$ cat src/rtl/pipeline_stall_controller_pkg.sv
`default_nettype none
// ============================================================================
//  Package   : pipeline_ctrl_pkg
//  Purpose   : Shared state encoding, widths and helper functions for the
//              pipeline stall controller.
//  Revision  : 1.0 - initial release
// ============================================================================
package pipeline_ctrl_pkg;

  // Controller state encoding
  typedef enum logic [1:0] {
    RUN      = 2'd0,
    MEM_WAIT = 2'd1,
    HALT     = 2'd2
  } state_t;

  localparam int REG_ADDR_W = 3;   // 8 general purpose registers
  localparam int WAIT_CNT_W = 4;   // memory wait down-counter width
  localparam int PERF_CNT_W = 16;  // performance counter width

  localparam logic [PERF_CNT_W-1:0] PERF_CNT_MAX = '1;

  // Value loaded into the wait counter on MEM_WAIT entry. The entry cycle
  // and the exit cycle both belong to the access, so two cycles are excluded.
  function automatic logic [WAIT_CNT_W-1:0] wait_load_value(input int latency);
    if (latency < 2) return '0;
    return WAIT_CNT_W'(latency - 2);
  endfunction

  // Saturating increment used by the performance counters
  function automatic logic [PERF_CNT_W-1:0] sat_inc(input logic [PERF_CNT_W-1:0] v,
                                                     input logic en);
    if (en && (v != PERF_CNT_MAX)) return v + PERF_CNT_W'(1);
    return v;
  endfunction

endpackage : pipeline_ctrl_pkg
`default_nettype wire

$ cat src/rtl/pipeline_stall_controller_if.sv
`default_nettype none
// ============================================================================
//  Interface : pipeline_stall_controller_if
//  Purpose   : Hazard inputs from the datapath and the register enable /
//              bubble strobes returned by the stall controller.
//  Revision  : 1.0 - initial release
// ============================================================================
interface pipeline_stall_controller_if #(
  parameter int REG_ADDR_W = 3
);
  // Hazard information from the datapath
  logic                  memRead_EX;
  logic                  regWrite_EX;
  logic [REG_ADDR_W-1:0] rd_EX;
  logic [REG_ADDR_W-1:0] rs_ID;
  logic [REG_ADDR_W-1:0] rd_ID;
  logic                  useRs_ID;
  logic                  useRd_ID;
  logic                  memAccess_MEM;
  logic                  branchTaken_MEM;
  logic                  halt_WB;

  // Pipeline register control
  logic                  changeEnable_PC;
  logic                  changeEnable_IFID;
  logic                  changeEnable_IDEX;
  logic                  changeEnable_EXMEM;
  logic                  changeEnable_MEMWB;
  logic                  flush_IFID;
  logic                  flush_IDEX;
  logic                  flush_EXMEM;
  logic                  halted;

  // Performance counters
  logic [15:0]           stallCount;
  logic [15:0]           flushCount;
  logic [15:0]           memWaitCount;

  // Datapath side: drives hazard info, consumes enables
  modport master (
    output memRead_EX, regWrite_EX, rd_EX, rs_ID, rd_ID, useRs_ID, useRd_ID,
           memAccess_MEM, branchTaken_MEM, halt_WB,
    input  changeEnable_PC, changeEnable_IFID, changeEnable_IDEX,
           changeEnable_EXMEM, changeEnable_MEMWB,
           flush_IFID, flush_IDEX, flush_EXMEM, halted,
           stallCount, flushCount, memWaitCount
  );

  // Controller side
  modport slave (
    input  memRead_EX, regWrite_EX, rd_EX, rs_ID, rd_ID, useRs_ID, useRd_ID,
           memAccess_MEM, branchTaken_MEM, halt_WB,
    output changeEnable_PC, changeEnable_IFID, changeEnable_IDEX,
           changeEnable_EXMEM, changeEnable_MEMWB,
           flush_IFID, flush_IDEX, flush_EXMEM, halted,
           stallCount, flushCount, memWaitCount
  );

endinterface : pipeline_stall_controller_if
`default_nettype wire

$ cat src/rtl/pipeline_stall_controller_mem_wait_counter.sv
`default_nettype none
// ============================================================================
//  Module    : mem_wait_counter
//  Purpose   : Down-counter timing a multi-cycle memory access. Loads on
//              MEM_WAIT entry, decrements while waiting, flags zero.
//  Revision  : 1.0 - initial release
// ============================================================================
module mem_wait_counter
  import pipeline_ctrl_pkg::*;
(
  input  logic                  clock,
  input  logic                  reset,
  input  logic                  load,
  input  logic [WAIT_CNT_W-1:0] load_value,
  input  logic                  dec,
  output logic                  zero
);

  logic [WAIT_CNT_W-1:0] count_q;
  logic [WAIT_CNT_W-1:0] count_d;

  // Load has priority; decrement stops at zero
  always_comb begin
    count_d = count_q;
    if (load) begin
      count_d = load_value;
    end else if (dec && (count_q != '0)) begin
      count_d = count_q - WAIT_CNT_W'(1);
    end
  end

  // Counter register, cleared by reset
  always_ff @(posedge clock) begin
    if (reset) begin
      count_q <= '0;
    end else begin
      count_q <= count_d;
    end
  end

  assign zero = (count_q == '0);

endmodule : mem_wait_counter
`default_nettype wire

$ cat src/rtl/pipeline_stall_controller.sv
`default_nettype none
// ============================================================================
//  Module    : pipeline_stall_controller
//  Purpose   : Drives load enables and bubble strobes of the 5-stage pipeline
//              registers: load-use stalls, taken-branch flushes, multi-cycle
//              memory waits and HLT freeze.
//  Options   : STALL_PERF_CNT_EN - enables the saturating stall / flush /
//              memory-wait performance counters (tied to zero otherwise).
//  Revision  : 1.0 - initial release
// ============================================================================
module pipeline_stall_controller #(
  parameter int REG_ADDR_W  = pipeline_ctrl_pkg::REG_ADDR_W,
  parameter int MEM_LATENCY = 1
) (
  input  logic                          clock,
  input  logic                          reset,
  pipeline_stall_controller_if.slave    bus
);
  import pipeline_ctrl_pkg::*;

  localparam bit                    WAIT_EN   = (MEM_LATENCY > 1);
  localparam logic [WAIT_CNT_W-1:0] WAIT_LOAD = wait_load_value(MEM_LATENCY);

  state_t                state_q;
  state_t                state_d;
  logic [REG_ADDR_W-1:0] rd_ex;
  logic [REG_ADDR_W-1:0] rs_id;
  logic [REG_ADDR_W-1:0] rd_id;
  logic                  load_use_hazard;
  logic                  wait_zero;
  logic                  halt_state;
  logic                  run_decode;
  logic                  wait_entry;
  logic                  wait_frozen;
  logic                  freeze_all;
  logic                  branch_flush;
  logic                  load_use_stall;

  assign rd_ex = bus.rd_EX;
  assign rs_id = bus.rs_ID;
  assign rd_id = bus.rd_ID;

  // Load in EX whose destination is a register the ID instruction reads
  always_comb begin
    load_use_hazard = bus.memRead_EX && bus.regWrite_EX &&
                      ((bus.useRs_ID && (rs_id == rd_ex)) ||
                       (bus.useRd_ID && (rd_id == rd_ex)));
  end

  // Per-cycle action, highest priority first: HALT, memory wait, branch, stall.
  // The final MEM_WAIT cycle (counter at zero) decodes like RUN, except that the
  // still-present memAccess_MEM belongs to the completing access and is ignored.
  always_comb begin
    halt_state     = (state_q == HALT);
    run_decode     = (state_q == RUN) || ((state_q == MEM_WAIT) && wait_zero);
    wait_entry     = WAIT_EN && (state_q == RUN) && bus.memAccess_MEM;
    wait_frozen    = wait_entry || ((state_q == MEM_WAIT) && !wait_zero);
    freeze_all     = halt_state || wait_frozen;
    branch_flush   = run_decode && !wait_entry && bus.branchTaken_MEM;
    load_use_stall = run_decode && !wait_entry && !bus.branchTaken_MEM &&
                     load_use_hazard;
  end

  // Next-state selection; HALT is sticky until reset
  always_comb begin
    state_d = RUN;
    if (bus.halt_WB || halt_state) begin
      state_d = HALT;
    end else if (wait_entry) begin
      state_d = MEM_WAIT;
    end else if ((state_q == MEM_WAIT) && !wait_zero) begin
      state_d = MEM_WAIT;
    end
  end

  // State register
  always_ff @(posedge clock) begin
    if (reset) begin
      state_q <= RUN;
    end else begin
      state_q <= state_d;
    end
  end

  mem_wait_counter u_mem_wait_counter (
    .clock      (clock),
    .reset      (reset),
    .load       (wait_entry),
    .load_value (WAIT_LOAD),
    .dec        (state_q == MEM_WAIT),
    .zero       (wait_zero)
  );

  assign bus.changeEnable_PC    = !freeze_all && !load_use_stall;
  assign bus.changeEnable_IFID  = !freeze_all && !load_use_stall;
  assign bus.changeEnable_IDEX  = !freeze_all;
  assign bus.changeEnable_EXMEM = !freeze_all;
  assign bus.changeEnable_MEMWB = !freeze_all;
  assign bus.flush_IFID         = branch_flush;
  assign bus.flush_IDEX         = branch_flush || load_use_stall;
  assign bus.flush_EXMEM        = branch_flush;
  assign bus.halted             = halt_state;

`ifdef STALL_PERF_CNT_EN
  logic [PERF_CNT_W-1:0] stall_count_q;
  logic [PERF_CNT_W-1:0] stall_count_d;
  logic [PERF_CNT_W-1:0] flush_count_q;
  logic [PERF_CNT_W-1:0] flush_count_d;
  logic [PERF_CNT_W-1:0] mem_wait_count_q;
  logic [PERF_CNT_W-1:0] mem_wait_count_d;

  // Saturating event counts; HALT cycles are not memory-wait cycles
  always_comb begin
    stall_count_d    = sat_inc(stall_count_q, load_use_stall);
    flush_count_d    = sat_inc(flush_count_q, branch_flush);
    mem_wait_count_d = sat_inc(mem_wait_count_q, wait_frozen);
  end

  // Performance counter registers
  always_ff @(posedge clock) begin
    if (reset) begin
      stall_count_q    <= '0;
      flush_count_q    <= '0;
      mem_wait_count_q <= '0;
    end else begin
      stall_count_q    <= stall_count_d;
      flush_count_q    <= flush_count_d;
      mem_wait_count_q <= mem_wait_count_d;
    end
  end

  assign bus.stallCount   = stall_count_q;
  assign bus.flushCount   = flush_count_q;
  assign bus.memWaitCount = mem_wait_count_q;
`else
  assign bus.stallCount   = 16'h0000;
  assign bus.flushCount   = 16'h0000;
  assign bus.memWaitCount = 16'h0000;
`endif

endmodule : pipeline_stall_controller
`default_nettype wire

$ cat src/flat_wrapper.sv
// flat-port wrapper written by rule: the top's interface ports become plain ports
module pipeline_stall_controller_flat import pipeline_ctrl_pkg::*;
#(
  parameter int REG_ADDR_W  = pipeline_ctrl_pkg::REG_ADDR_W,
  parameter int MEM_LATENCY = 1
)
  (clock, reset, bus_memRead_EX, bus_regWrite_EX, bus_rd_EX, bus_rs_ID, bus_rd_ID, bus_useRs_ID, bus_useRd_ID, bus_memAccess_MEM, bus_branchTaken_MEM, bus_halt_WB, bus_changeEnable_PC, bus_changeEnable_IFID, bus_changeEnable_IDEX, bus_changeEnable_EXMEM, bus_changeEnable_MEMWB, bus_flush_IFID, bus_flush_IDEX, bus_flush_EXMEM, bus_halted, bus_stallCount, bus_flushCount, bus_memWaitCount);
  pipeline_stall_controller_if #(.REG_ADDR_W(REG_ADDR_W)) bus_i ();
  input  logic clock;
  input  logic reset;
  input wire logic [$bits(bus_i.memRead_EX)-1:0] bus_memRead_EX;
  input wire logic [$bits(bus_i.regWrite_EX)-1:0] bus_regWrite_EX;
  input wire logic [$bits(bus_i.rd_EX)-1:0] bus_rd_EX;
  input wire logic [$bits(bus_i.rs_ID)-1:0] bus_rs_ID;
  input wire logic [$bits(bus_i.rd_ID)-1:0] bus_rd_ID;
  input wire logic [$bits(bus_i.useRs_ID)-1:0] bus_useRs_ID;
  input wire logic [$bits(bus_i.useRd_ID)-1:0] bus_useRd_ID;
  input wire logic [$bits(bus_i.memAccess_MEM)-1:0] bus_memAccess_MEM;
  input wire logic [$bits(bus_i.branchTaken_MEM)-1:0] bus_branchTaken_MEM;
  input wire logic [$bits(bus_i.halt_WB)-1:0] bus_halt_WB;
  output wire logic [$bits(bus_i.changeEnable_PC)-1:0] bus_changeEnable_PC;
  output wire logic [$bits(bus_i.changeEnable_IFID)-1:0] bus_changeEnable_IFID;
  output wire logic [$bits(bus_i.changeEnable_IDEX)-1:0] bus_changeEnable_IDEX;
  output wire logic [$bits(bus_i.changeEnable_EXMEM)-1:0] bus_changeEnable_EXMEM;
  output wire logic [$bits(bus_i.changeEnable_MEMWB)-1:0] bus_changeEnable_MEMWB;
  output wire logic [$bits(bus_i.flush_IFID)-1:0] bus_flush_IFID;
  output wire logic [$bits(bus_i.flush_IDEX)-1:0] bus_flush_IDEX;
  output wire logic [$bits(bus_i.flush_EXMEM)-1:0] bus_flush_EXMEM;
  output wire logic [$bits(bus_i.halted)-1:0] bus_halted;
  output wire logic [$bits(bus_i.stallCount)-1:0] bus_stallCount;
  output wire logic [$bits(bus_i.flushCount)-1:0] bus_flushCount;
  output wire logic [$bits(bus_i.memWaitCount)-1:0] bus_memWaitCount;
  assign bus_i.memRead_EX = bus_memRead_EX;
  assign bus_i.regWrite_EX = bus_regWrite_EX;
  assign bus_i.rd_EX = bus_rd_EX;
  assign bus_i.rs_ID = bus_rs_ID;
  assign bus_i.rd_ID = bus_rd_ID;
  assign bus_i.useRs_ID = bus_useRs_ID;
  assign bus_i.useRd_ID = bus_useRd_ID;
  assign bus_i.memAccess_MEM = bus_memAccess_MEM;
  assign bus_i.branchTaken_MEM = bus_branchTaken_MEM;
  assign bus_i.halt_WB = bus_halt_WB;
  assign bus_changeEnable_PC = bus_i.changeEnable_PC;
  assign bus_changeEnable_IFID = bus_i.changeEnable_IFID;
  assign bus_changeEnable_IDEX = bus_i.changeEnable_IDEX;
  assign bus_changeEnable_EXMEM = bus_i.changeEnable_EXMEM;
  assign bus_changeEnable_MEMWB = bus_i.changeEnable_MEMWB;
  assign bus_flush_IFID = bus_i.flush_IFID;
  assign bus_flush_IDEX = bus_i.flush_IDEX;
  assign bus_flush_EXMEM = bus_i.flush_EXMEM;
  assign bus_halted = bus_i.halted;
  assign bus_stallCount = bus_i.stallCount;
  assign bus_flushCount = bus_i.flushCount;
  assign bus_memWaitCount = bus_i.memWaitCount;
  pipeline_stall_controller #(.REG_ADDR_W(REG_ADDR_W), .MEM_LATENCY(MEM_LATENCY)) u_core (.clock(clock), .reset(reset), .bus(bus_i));
endmodule
$ cat config.mk
export PLATFORM = sky130hd
export DESIGN_NAME = pipeline_stall_controller_flat
export DESIGN_NICKNAME = d
export VERILOG_FILES = /design/src/rtl/pipeline_stall_controller_pkg.sv /design/src/rtl/pipeline_stall_controller_if.sv /design/src/rtl/pipeline_stall_controller_mem_wait_counter.sv /design/src/rtl/pipeline_stall_controller.sv /design/src/flat_wrapper.sv
export SDC_FILE = /design/constraint.sdc
export NUM_CORES = 1
export LEC_CHECK = 0
export ABC_AREA = 1
export BUFFER_PORTS_ARGS = -buffer_cell sky130_fd_sc_hd__buf_2
export CAP_MARGIN = 20
export CELL_PAD_IN_SITES_DETAIL_PLACEMENT = 0
export CELL_PAD_IN_SITES_GLOBAL_PLACEMENT = 2
export CORE_MARGIN = 2
export CORE_UTILIZATION = 16
export DETAILED_ROUTE_END_ITERATION = 7
export PLACE_DENSITY = 0.76
export SYNTH_ARGS = -nofsm -noshare
export SYNTH_HDL_FRONTEND = slang
export SYNTH_SLANG_ARGS = --single-unit
$ cat constraint.sdc
create_clock -name clock -period 1.9 [get_ports clock]
set_clock_uncertainty 0.2 [all_clocks]
set_input_delay 0.095 -clock clock [delete_from_list [all_inputs] [get_ports clock]]
set_output_delay 0.095 -clock clock [all_outputs]
set_load 0.05 [all_outputs]
==> impl_metrics.yaml, run 1 <==
run_status:
  outcome: "complete, no violations"
hold_path:
  min-delay-path-class: "reg2reg"
drt:
  drcViolationCount: 0
  via_cell_ratio: 2.86
  routed_wire_length_per_instance_um: 6.11
  detailed_route_iter0_violations: 29
  dr_total_vias: 651
  final_antenna_violating_net_count: 0
  total_wirelength_mm: 1.39
  dr.pass1.iters: 2
cells_and_area:
  layout.nets: 179
  fillCellCount: 611
  post_route_cells_drive_above_1_share_pct: 23.4
  number_of_antenna_diodes: 0
  multi_input_area_um2: 474
  layout.cells.non_filler: 228
  finalCoreUtilization_pct: 18.4
  area_growth_syn_to_layout_pct: 11.9
  seqCellArea_um2: 120
floorplan:
  io-pin-count: 75
  row_count: 26
  core-area_um2: 5110
  die_h_um: 76.5
  start_util_pct: 16.5
  fp.dieW_um: 76.5
  design.die.area_um2: 5860
clock_network:
  path_clk_slew_ps: 40
  tritoncts: "built"
  cts_root_buffer: "clkbuf_8"
  clockBufferDepth: 2
  cts_sinks: 6
  clock_latency_ps: 220
  cts_htree_levels: 1
  cts_buffers: 3
power:
  pwr-share-comb_pct: 51.9
  peakVddDrop_uv: 152
  power.density_nw_per_um2: 689
  sw_frac_of_total_pct: 53.0
  cellLeakagePower_nw: 0.561
  int_power_mw: 0.305
  pwr-share-clk_pct: 28.1
  share_seq_of_total_power_pct: 20.0
  fin_total_pwr_mw: 0.649
  p_sw_mw: 0.344
placed_design:
  dpl_worst_slack_ps: 227
  finalWeightedCongestion: 0.689
  placement.io_buffers: 25
  dp.final_hpwl_mm: 1.24
  place_inst: 222
yosys:
  post_synth_edffs: 0
  netlist_instances: 132
  ys_seq_area_share_pct: 14.3
  mappedNetlistArea_um2: 842
  synth_top_flop_cell: "dfxtp_1"
  yosys_warnings: 0
  synth-seq-cells: 6
  synth.avg_cell_area_um2: 6.38
  synthArstFlopShare_pct: 0
  synthDistinctLibCells: 19
setup_path:
  path_delay_family: "simple AND/OR/NAND/NOR gates"
  required_time_of_the_critical_path_ps: 1600
  path_class: "reg2out"
  setup.worst_path.end_class: "output port"
  crit_path_start_kind: "flop"
  crit_path_max_incr_delay_ps: 320
  critical-path-top-cell-by-count: "nand2_1"
  crit_path_buffers_inverters: 2
  crit_path_top_delay_cell: "dfxtp_1"
  crit_path_cell_trace: "inv_1 -> ha_2 -> nand2_2 -> nand2_1 -> nand2_1 -> nor2_4 -> a21oi_4 -> clkbuf_4"
  arrival_ps: 1510
  worst-path-max-fanout: 4
  regToRegSetupSlack_ps: 140
sta:
  achievable-frequency_ghz: 0.553
  drv_slew: 0
  final-hold-violation-count: 0
  final_critical_path_time_including_i_o_delays_and_setup_ps: 1810
  hold_ws_ps: 273
  setup_viol_count_final: 0
  finalWorstSetupSlack_ps: 91.7
  layout_worst_path_cycle_share_pct: 95.2
global_route:
  maximum_number_of_pins_on_one_net_before_global_route_repair: 8
  via_count_of_the_first_global_routing_pass: 515
  grt_overflow_total: 0
  wire_length_of_the_first_global_routing_pass_mm: 2.17
  grt_antenna_before_repair: 0
  aggregate_global_route_resource_usage_pct: 4.41
flow_run:
  max_cap_viol_count: 0
[timing repair]
item	4_1_cts	5_1_grt
gates resized for setup	1	6
setup buffers	0	0
hold endpoints to repair	3	0
setup endpoints to repair	1	7
hold buffers	3	0
[sequential cells by signal, indices dropped and copies added (netlist names)]
register                           cells
u_core.state_q                         2
u_core.u_mem_wait_counter.count_q      4
[power groups by stage]
stage                     Combinational (mW)  Sequential (mW)  Clock (mW)
after floorplan                        0.376            0.131           0
after global placement                 0.328            0.132           0
after detailed placement               0.328            0.132           0
after CTS                              0.333            0.130       0.189
after global routing                   0.353            0.130       0.198
final                                  0.337            0.130       0.182
[metrics by stage]
stage	setup TNS (ps)	instance area (um2)
3_3_place_gp	0	852
4_1_cts	0	926
3_5_place_dp	0	852
6_report	0	942
5_1_grt	-18.6	942
2_1_floorplan	0	1030
[synthesized netlist by cell type (2+ instances only)]
cell	number	area (um2)
buf_4	52	390
a21oi_1	4	20.0
dfxtp_1	6	120
inv_1	13	48.8
nor2_2	2	12.5
nand3_1	3	15.0
nor2_1	13	48.8
nand2_1	28	105
[layout by cell type (no fill, tap or decap)]
master	Yosys	final
xor2_1	1	1
ha_2	0	1
dlygate4sd3_1	0	3
nor2_1	13	13
nand2_4	1	1
buf_2	0	22
dfxtp_1	6	6
conb_1	1	48
nor2_4	1	2
o21ai_0	1	1
nor4_1	1	1
inv_2	1	2
a21oi_1	4	3
inv_1	13	12
buf_6	0	1
nand2_2	1	1
clkbuf_4	0	2
o21ai_1	1	1
nand2_1	28	28
nand3b_1	1	1
nand3_1	3	3
nor2_2	2	1
clkbuf_8	0	3
a21oi_4	0	1
[metal layers]
metal | track usage (%) | wire length (um)
met1 | 5.92 | 608
met3 | 0.948 | 162
met5 | 0 | 0
met4 | 2.18 | 9
met2 | 6.64 | 611
[worst register-to-register path, stage by stage, from the launching register on]
cell and delay [ps]:
dfxtp_1 320, inv_1 60, ha_2 180, nand2_2 110
nand2_4 90, nor4_1 170, dlygate4sd3_1 580
[final timing paths]
check / cells after the start / endpoint / startpoint
worst max register to register: 6 / u_core.state_q[0] / u_core.u_mem_wait_counter.count_q[1]
worst min register to register: 2 / u_core.u_mem_wait_counter.count_q[0] / u_core.u_mem_wait_counter.count_q[0]
worst max-delay path: 8 / bus_changeEnable_PC / u_core.u_mem_wait_counter.count_q[1]
worst min-delay path: 2 / u_core.u_mem_wait_counter.count_q[0] / u_core.u_mem_wait_counter.count_q[0]
[logic make-up after synthesis]
logic type / synth area share [%]
other cells: 0.445
xor+xnor: 1.04
simple gates: 26.6
fa+ha+maj: 1.49
compound gates: 3.57
buf+inv: 52.6
flops: 14.3
[area by class of cell]
type	instances	share of cell area, %
tap	70	9.30
sequential	6	12.7
inverter	14	5.58
timing repair buffer	28	17.7
multi-input combinational	107	50.3
clock buffer	3	4.38
Power figures use the tool's default switching activity.
==> run 2: changes to the inputs <==
--- a/config.mk
+++ b/config.mk
@@ -11,9 +11,10 @@
 export CELL_PAD_IN_SITES_DETAIL_PLACEMENT = 0
 export CELL_PAD_IN_SITES_GLOBAL_PLACEMENT = 2
 export CORE_MARGIN = 2
-export CORE_UTILIZATION = 16
+export CORE_UTILIZATION = 18
 export DETAILED_ROUTE_END_ITERATION = 7
-export PLACE_DENSITY = 0.76
+export PLACE_DENSITY = 0.8
 export SYNTH_ARGS = -nofsm -noshare
 export SYNTH_HDL_FRONTEND = slang
+export SYNTH_HIERARCHICAL = 1
 export SYNTH_SLANG_ARGS = --single-unit
==> impl_metrics.yaml, run 2 <==
drt:
  routed_wire_length_per_instance_um: 5.95
  drcViolationCount: 0
  total_wirelength_mm: 1.50
  final_antenna_violating_net_count: 0
  dr_total_vias: 730
  via_cell_ratio: 2.90
  dr.pass1.iters: 4
  detailed_route_iter0_violations: 15
power:
  peakVddDrop_uv: 368
  cellLeakagePower_nw: 0.630
  share_seq_of_total_power_pct: 19.0
  power.density_nw_per_um2: 668
  pwr-share-clk_pct: 25.5
  pwr-share-comb_pct: 55.5
  int_power_mw: 0.349
  fin_total_pwr_mw: 0.747
  sw_frac_of_total_pct: 53.3
  p_sw_mw: 0.398
yosys:
  most_used_standard_cell_by_instance_count_after_synthesis: "buf_4"
  yosys_warnings: 6
  synth_area_leaders: "buf_4, dfxtp_1, nand2_1"
  post_synth_edffs: 0
  synth_top_flop_cell: "dfxtp_1"
  synth.largest_area_cell: "buf_4"
  synthDistinctLibCells: 22
  synthArstFlopShare_pct: 0
  post_synth_most_frequent_cells: "buf_4, nand2_1, nor2_1, inv_1, dfxtp_1"
  ys_seq_area_share_pct: 12.9
  synth.avg_cell_area_um2: 6.27
  mappedNetlistArea_um2: 935
  netlist_instances: 149
  yosysTopAreaCellShare_pct: 41.8
  synth-seq-cells: 6
sta:
  setup_viol_count_final: 0
  drv_slew: 0
  final_critical_path_time_including_i_o_delays_and_setup_ps: 1800
  achievable-frequency_ghz: 0.555
  setup-tns-final_ps: 0
  final-hold-violation-count: 0
  layout_worst_path_cycle_share_pct: 94.8
floorplan:
  fp.dieW_um: 76.1
  core-area_um2: 5070
  row_count: 26
  start_util_pct: 18.4
  io-pin-count: 75
  die_h_um: 76.1
  design.die.area_um2: 5790
cells_and_area:
  number_of_antenna_diodes: 0
  top_regs: "u_core/u_mem_wait_counter/count_q: 4 flops, u_core/state_q: 2 flops"
  registers.top_by_ff_count: "u_core/u_mem_wait_counter/count_q"
  area_growth_syn_to_layout_pct: 19.7
  layout.cells.most_common_list: "conb_1, nand2_1, buf_2"
  post_route_cells_drive_above_1_share_pct: 30.8
  layout.nets: 203
  finalCoreUtilization_pct: 22.0
  largest_register_ffs: 4
  final_common_cell: "conb_1"
  layout.cells.non_filler: 252
setup_path:
  crit_path_top_delay_cell: "dfxtp_1"
  crit_path_start_kind: "flop"
  path_class: "reg2out"
  required_time_of_the_critical_path_ps: 1600
  regToRegSetupSlack_ps: 570
  reg2reg_to: "u_core/state_q[0]"
  setup.worst_path.end_class: "output port"
  critical-path-top-cell-by-count: "inv_2"
  crit_path_cell_trace: "inv_2 -> ha_4 -> nand3_4 -> inv_2 -> o21ai_4 -> buf_4 -> nor2_4 -> inv_1 -> nand2_1 -> buf_6"
  number_of_cells_on_the_worst_reg_to_reg_path: 7
  arrival_ps: 1510
  crit_path_max_incr_delay_ps: 340
  reg2reg_from: "u_core/u_mem_wait_counter/count_q[0]"
  worst-path-max-fanout: 3
clock_network:
  clock_latency_ps: 220
  cts_htree_levels: 1
  clockBufferDepth: 2
  cts_buffers: 3
  tritoncts: "built"
  cts_sinks: 6
  cts_root_buffer: "clkbuf_8"
  post_cts_buffers: 0
  path_clk_slew_ps: 40
global_route:
  aggregate_global_route_resource_usage_pct: 4.80
  maximum_number_of_pins_on_one_net_before_global_route_repair: 8
  via_count_of_the_first_global_routing_pass: 563
  wire_length_of_the_first_global_routing_pass_mm: 2.30
  grt_antenna_before_repair: 0
  grt_overflow_total: 0
placed_design:
  placement.io_buffers: 25
  finalWeightedCongestion: 0.735
  dp.final_hpwl_mm: 1.25
  place_inst: 247
flow_run:
  max_cap_viol_count: 0
run_status:
  outcome: "complete, no violations"
hold_path:
  hold_path_depth: 2
  holdCritStartpoint: "u_core/u_mem_wait_counter/count_q[3]"
  min-delay-path-class: "reg2reg"
  hold_end: "u_core/u_mem_wait_counter/count_q[3]"
[run 2: timing repair]
| item | CTS | global route |
|---|---|---|
| gates resized for setup | 12 | 13 |
| pin swaps | 3 | 0 |
| hold endpoints to repair | 3 | 0 |
| setup endpoints to repair | 8 | 8 |
| hold buffers | 2 | 0 |
[run 2: critical path, delay by kind of cell (launching register included)]
| family | cells | cell delay [ps] |
|---|---|---|
| buffers and inverters | 5 | 460 |
| flip-flops | 1 | 340 |
| AND/OR/NAND/NOR | 3 | 180 |
| adder cells (fa/ha/maj) | 1 | 170 |
| AO/OA/AOI/OAI | 1 | 130 |
[run 2: power groups by stage]
stage                     clock network, mW  logic [mW]  registers, mW
after floorplan                           0       0.424          0.142
after CTS                             0.202       0.399          0.141
after global routing                  0.206       0.443          0.143
final                                 0.191       0.415          0.142
after global placement                    0       0.385          0.143
after detailed placement                  0       0.384          0.143
[run 2: routing by layer]
metal	vias up	wire length (um)	GRT usage, %
li1	406	-	-
met1	284	679	6.10
met2	40	657	7.23
met3	0	164	1.07
met4	0	0	3.27
met5	-	0	0
[run 2: through the flow]
| stage | setup WS, ps | instance area [um2] | hold slack, ps |
|---|---|---|---|
| finish | 98.9 | 1120 | 287 |
| global route | -1.65 | 1120 | 303 |
| CTS | 8.71 | 1080 | 291 |
| detailed placement | -30.7 | 986 | 82.6 |
| global placement | -7.39 | 986 | 91.5 |
| floorplan | -95.5 | 1160 | -42.6 |
[run 2: cell families after synthesis]
group | Yosys count | share of synthesized area (%)
AOI/OAI and AO/OA | 9 | 5.76
xor gates and xnor gates | 1 | 0.937
adders and majority gates | 1 | 1.34
buffers and inverters | 73 | 50.3
DFF | 6 | 12.9
other | 1 | 0.401
and+or+nand+nor | 58 | 28.4
[run 2: cell type report]
type                            count  area [um2]
Sequential cell                     6         121
Fill cell                         608        3960
Clock buffer                        3        41.3
Timing Repair Buffer               28         179
Tap cell                           70        87.6
Inverter                           21        80.1
Multi-Input combinational cell    124         609
[run 2: worst max path at each step]
stage / from / endpoint / slack (ps) / cells after the start
after floorplan: u_core/u_mem_wait_counter/count_q[0] / bus_changeEnable_PC / -100 / 9
after global placement: u_core/u_mem_wait_counter/count_q[0] / bus_changeEnable_IFID / -7 / 9
after detailed placement: u_core/u_mem_wait_counter/count_q[0] / bus_changeEnable_IFID / -30 / 9
after CTS: u_core/u_mem_wait_counter/count_q[0] / bus_flush_IDEX / 9 / 10
after global routing: u_core/u_mem_wait_counter/count_q[0] / bus_flush_IDEX / -2 / 10
final: u_core/u_mem_wait_counter/count_q[0] / bus_flush_IDEX / 100 / 10
==> run 3: changes to the inputs <==
--- a/config.mk
+++ b/config.mk
@@ -14,6 +14,8 @@
 export CORE_UTILIZATION = 18
 export DETAILED_ROUTE_END_ITERATION = 7
 export PLACE_DENSITY = 0.8
+export RECOVER_POWER = 50
+export SLEW_MARGIN = 20
 export SYNTH_ARGS = -nofsm -noshare
 export SYNTH_HDL_FRONTEND = slang
 export SYNTH_HIERARCHICAL = 1
==> constraint.sdc (replaced) <==
create_clock -name clock -period 1.82 [get_ports clock]
set_clock_uncertainty 0.2 [all_clocks]
set_input_delay 0.091 -clock clock [delete_from_list [all_inputs] [get_ports clock]]
set_output_delay 0.091 -clock clock [all_outputs]
set_load 0.05 [all_outputs]
==> impl_metrics.yaml, run 3 (same netlist as run 2, synthesis figures left out) <==
run_status:
  outcome: "complete, no violations"
cells_and_area:
  layout.cells.most_common_list: "conb_1, nand2_1, buf_2"
  fillCellCount: 594
  largest_register_ffs: 4
  registers.top_by_ff_count: "u_core/u_mem_wait_counter/count_q"
  post_route_cells_drive_above_1_share_pct: 31.2
  layout.nets: 207
  top_regs: "u_core/u_mem_wait_counter/count_q: 4 flops, u_core/state_q: 2 flops"
  area_growth_syn_to_layout_pct: 23.4
  number_of_antenna_diodes: 0
  final_common_cell: "conb_1"
  layout.cells.non_filler: 256
setup_path:
  crit_path_cell_trace: "inv_4 -> ha_4 -> nand3_4 -> inv_4 -> o21ai_4 -> buf_4 -> nor2_4 -> inv_1 -> nand2_1 -> buf_6"
  crit_cells: 10
  worst-path-max-fanout: 3
  arrival_ps: 1490
  critical-path-top-cell-by-count: "inv_4"
  crit_path_buffers_inverters: 5
  setup.worst_path.end_class: "output port"
  crit_path_max_incr_delay_ps: 350
  path_delay_family: "buffers and inverters"
  crit_path_top_delay_cell: "dfxtp_2"
  number_of_cells_on_the_worst_reg_to_reg_path: 9
  required_time_of_the_critical_path_ps: 1530
  crit_path_start_kind: "flop"
  path_class: "reg2out"
power:
  int_power_mw: 0.370
  p_sw_mw: 0.420
  pwr-share-comb_pct: 56.1
  pwr-share-clk_pct: 25.1
  power.density_nw_per_um2: 685
  peakVddDrop_uv: 361
  cellLeakagePower_nw: 0.650
  fin_total_pwr_mw: 0.790
  sw_frac_of_total_pct: 53.1
  share_seq_of_total_power_pct: 18.8
global_route:
  maximum_number_of_pins_on_one_net_before_global_route_repair: 8
  grt_overflow_total: 0
  via_count_of_the_first_global_routing_pass: 610
  aggregate_global_route_resource_usage_pct: 5.45
  grt_antenna_before_repair: 0
  wire_length_of_the_first_global_routing_pass_mm: 2.56
placed_design:
  finalWeightedCongestion: 0.732
  dpl_worst_slack_ps: 68.1
  dp.final_hpwl_mm: 1.30
  place_inst: 246
  placement.io_buffers: 25
floorplan:
  row_count: 26
  core-area_um2: 5070
  die_h_um: 76.1
  start_util_pct: 18.4
  design.die.area_um2: 5790
  io-pin-count: 75
  fp.dieW_um: 76.1
clock_network:
  cts_sinks: 6
  tritoncts: "built"
  clock_latency_ps: 220
  cts_htree_levels: 1
  cts_buffers: 3
  path_clk_slew_ps: 40
  clockBufferDepth: 2
  cts_root_buffer: "clkbuf_8"
drt:
  dr_total_vias: 754
  dr.pass1.iters: 2
  total_wirelength_mm: 1.64
  final_antenna_violating_net_count: 0
  via_cell_ratio: 2.95
  drcViolationCount: 0
  detailed_route_iter0_violations: 15
  routed_wire_length_per_instance_um: 6.40
sta:
  setup_viol_count_final: 0
  finalWorstSetupSlack_ps: 43.0
  layout_worst_path_cycle_share_pct: 97.6
  final_critical_path_time_including_i_o_delays_and_setup_ps: 1780
  final-hold-violation-count: 0
  drv_slew: 0
  achievable-frequency_ghz: 0.563
  rsz0062_at_grt: "true"
flow_run:
  max_cap_viol_count: 0
hold_path:
  hold_path_depth: 2
  min-delay-path-class: "reg2reg"
[run 3: timing repair]
item	in CTS	in global routing
setup endpoints to repair	6	8
hold endpoints to repair	3	0
setup buffers	2	3
resized for setup	12	13
pin swaps	2	2
hold buffers	2	0
[run 3: stage by stage]
stage                     hold slack [ps]  utilization, %  area (um2)  TNS (ps)
after floorplan                     -46.6               -        1170         0
after global placement               80.9            19.4         986         0
after detailed placement             81.1            19.4         986         0
after CTS                             297            21.9        1110         0
after global routing                  311            22.7        1150      -146
final                                 293            22.7        1150         0
[run 3: tightest hold or removal path, cell delays in order, from the launching register on]
cell and delay (ps):
dfxtp_1 310, nand2_1 80, a21oi_2 50
[run 3: final timing paths]
path / slack [ps] / from / to
max: 40 / u_core/u_mem_wait_counter/count_q[0] / bus_flush_IDEX
min: 290 / u_core/u_mem_wait_counter/count_q[3] / u_core/u_mem_wait_counter/count_q[3]
max reg2reg: 320 / u_core/u_mem_wait_counter/count_q[0] / u_core/state_q[0]
min reg2reg: 290 / u_core/u_mem_wait_counter/count_q[3] / u_core/u_mem_wait_counter/count_q[3]
[run 3: cell type report]
cell class / count / area [um2] / share of cell area, %
Clock buffer: 3 / 41.3 / 3.58
Tap cell: 70 / 87.6 / 7.59
Timing Repair Buffer: 32 / 220 / 19.1
Sequential cell: 6 / 123 / 10.6
Multi-Input combinational cell: 124 / 597 / 51.7
Inverter: 21 / 85.1 / 7.38
[run 3: layer usage]
metal | wire length (um) | track usage (%) | part of all wire [%]
met1 | 673 | 6.18 | 41
met5 | 0 | 0 | 0
met4 | 8 | 1.64 | 0.49
met2 | 803 | 9.02 | 49
met3 | 152 | 2.73 | 9.3
[run 3: power groups by stage]
stage	Clock, mW	Combinational [mW]	Sequential, mW
final	0.198	0.443	0.149
after global routing	0.215	0.471	0.150
after CTS	0.204	0.427	0.148
after detailed placement	0	0.401	0.150
after global placement	0	0.401	0.150
after floorplan	0	0.445	0.148
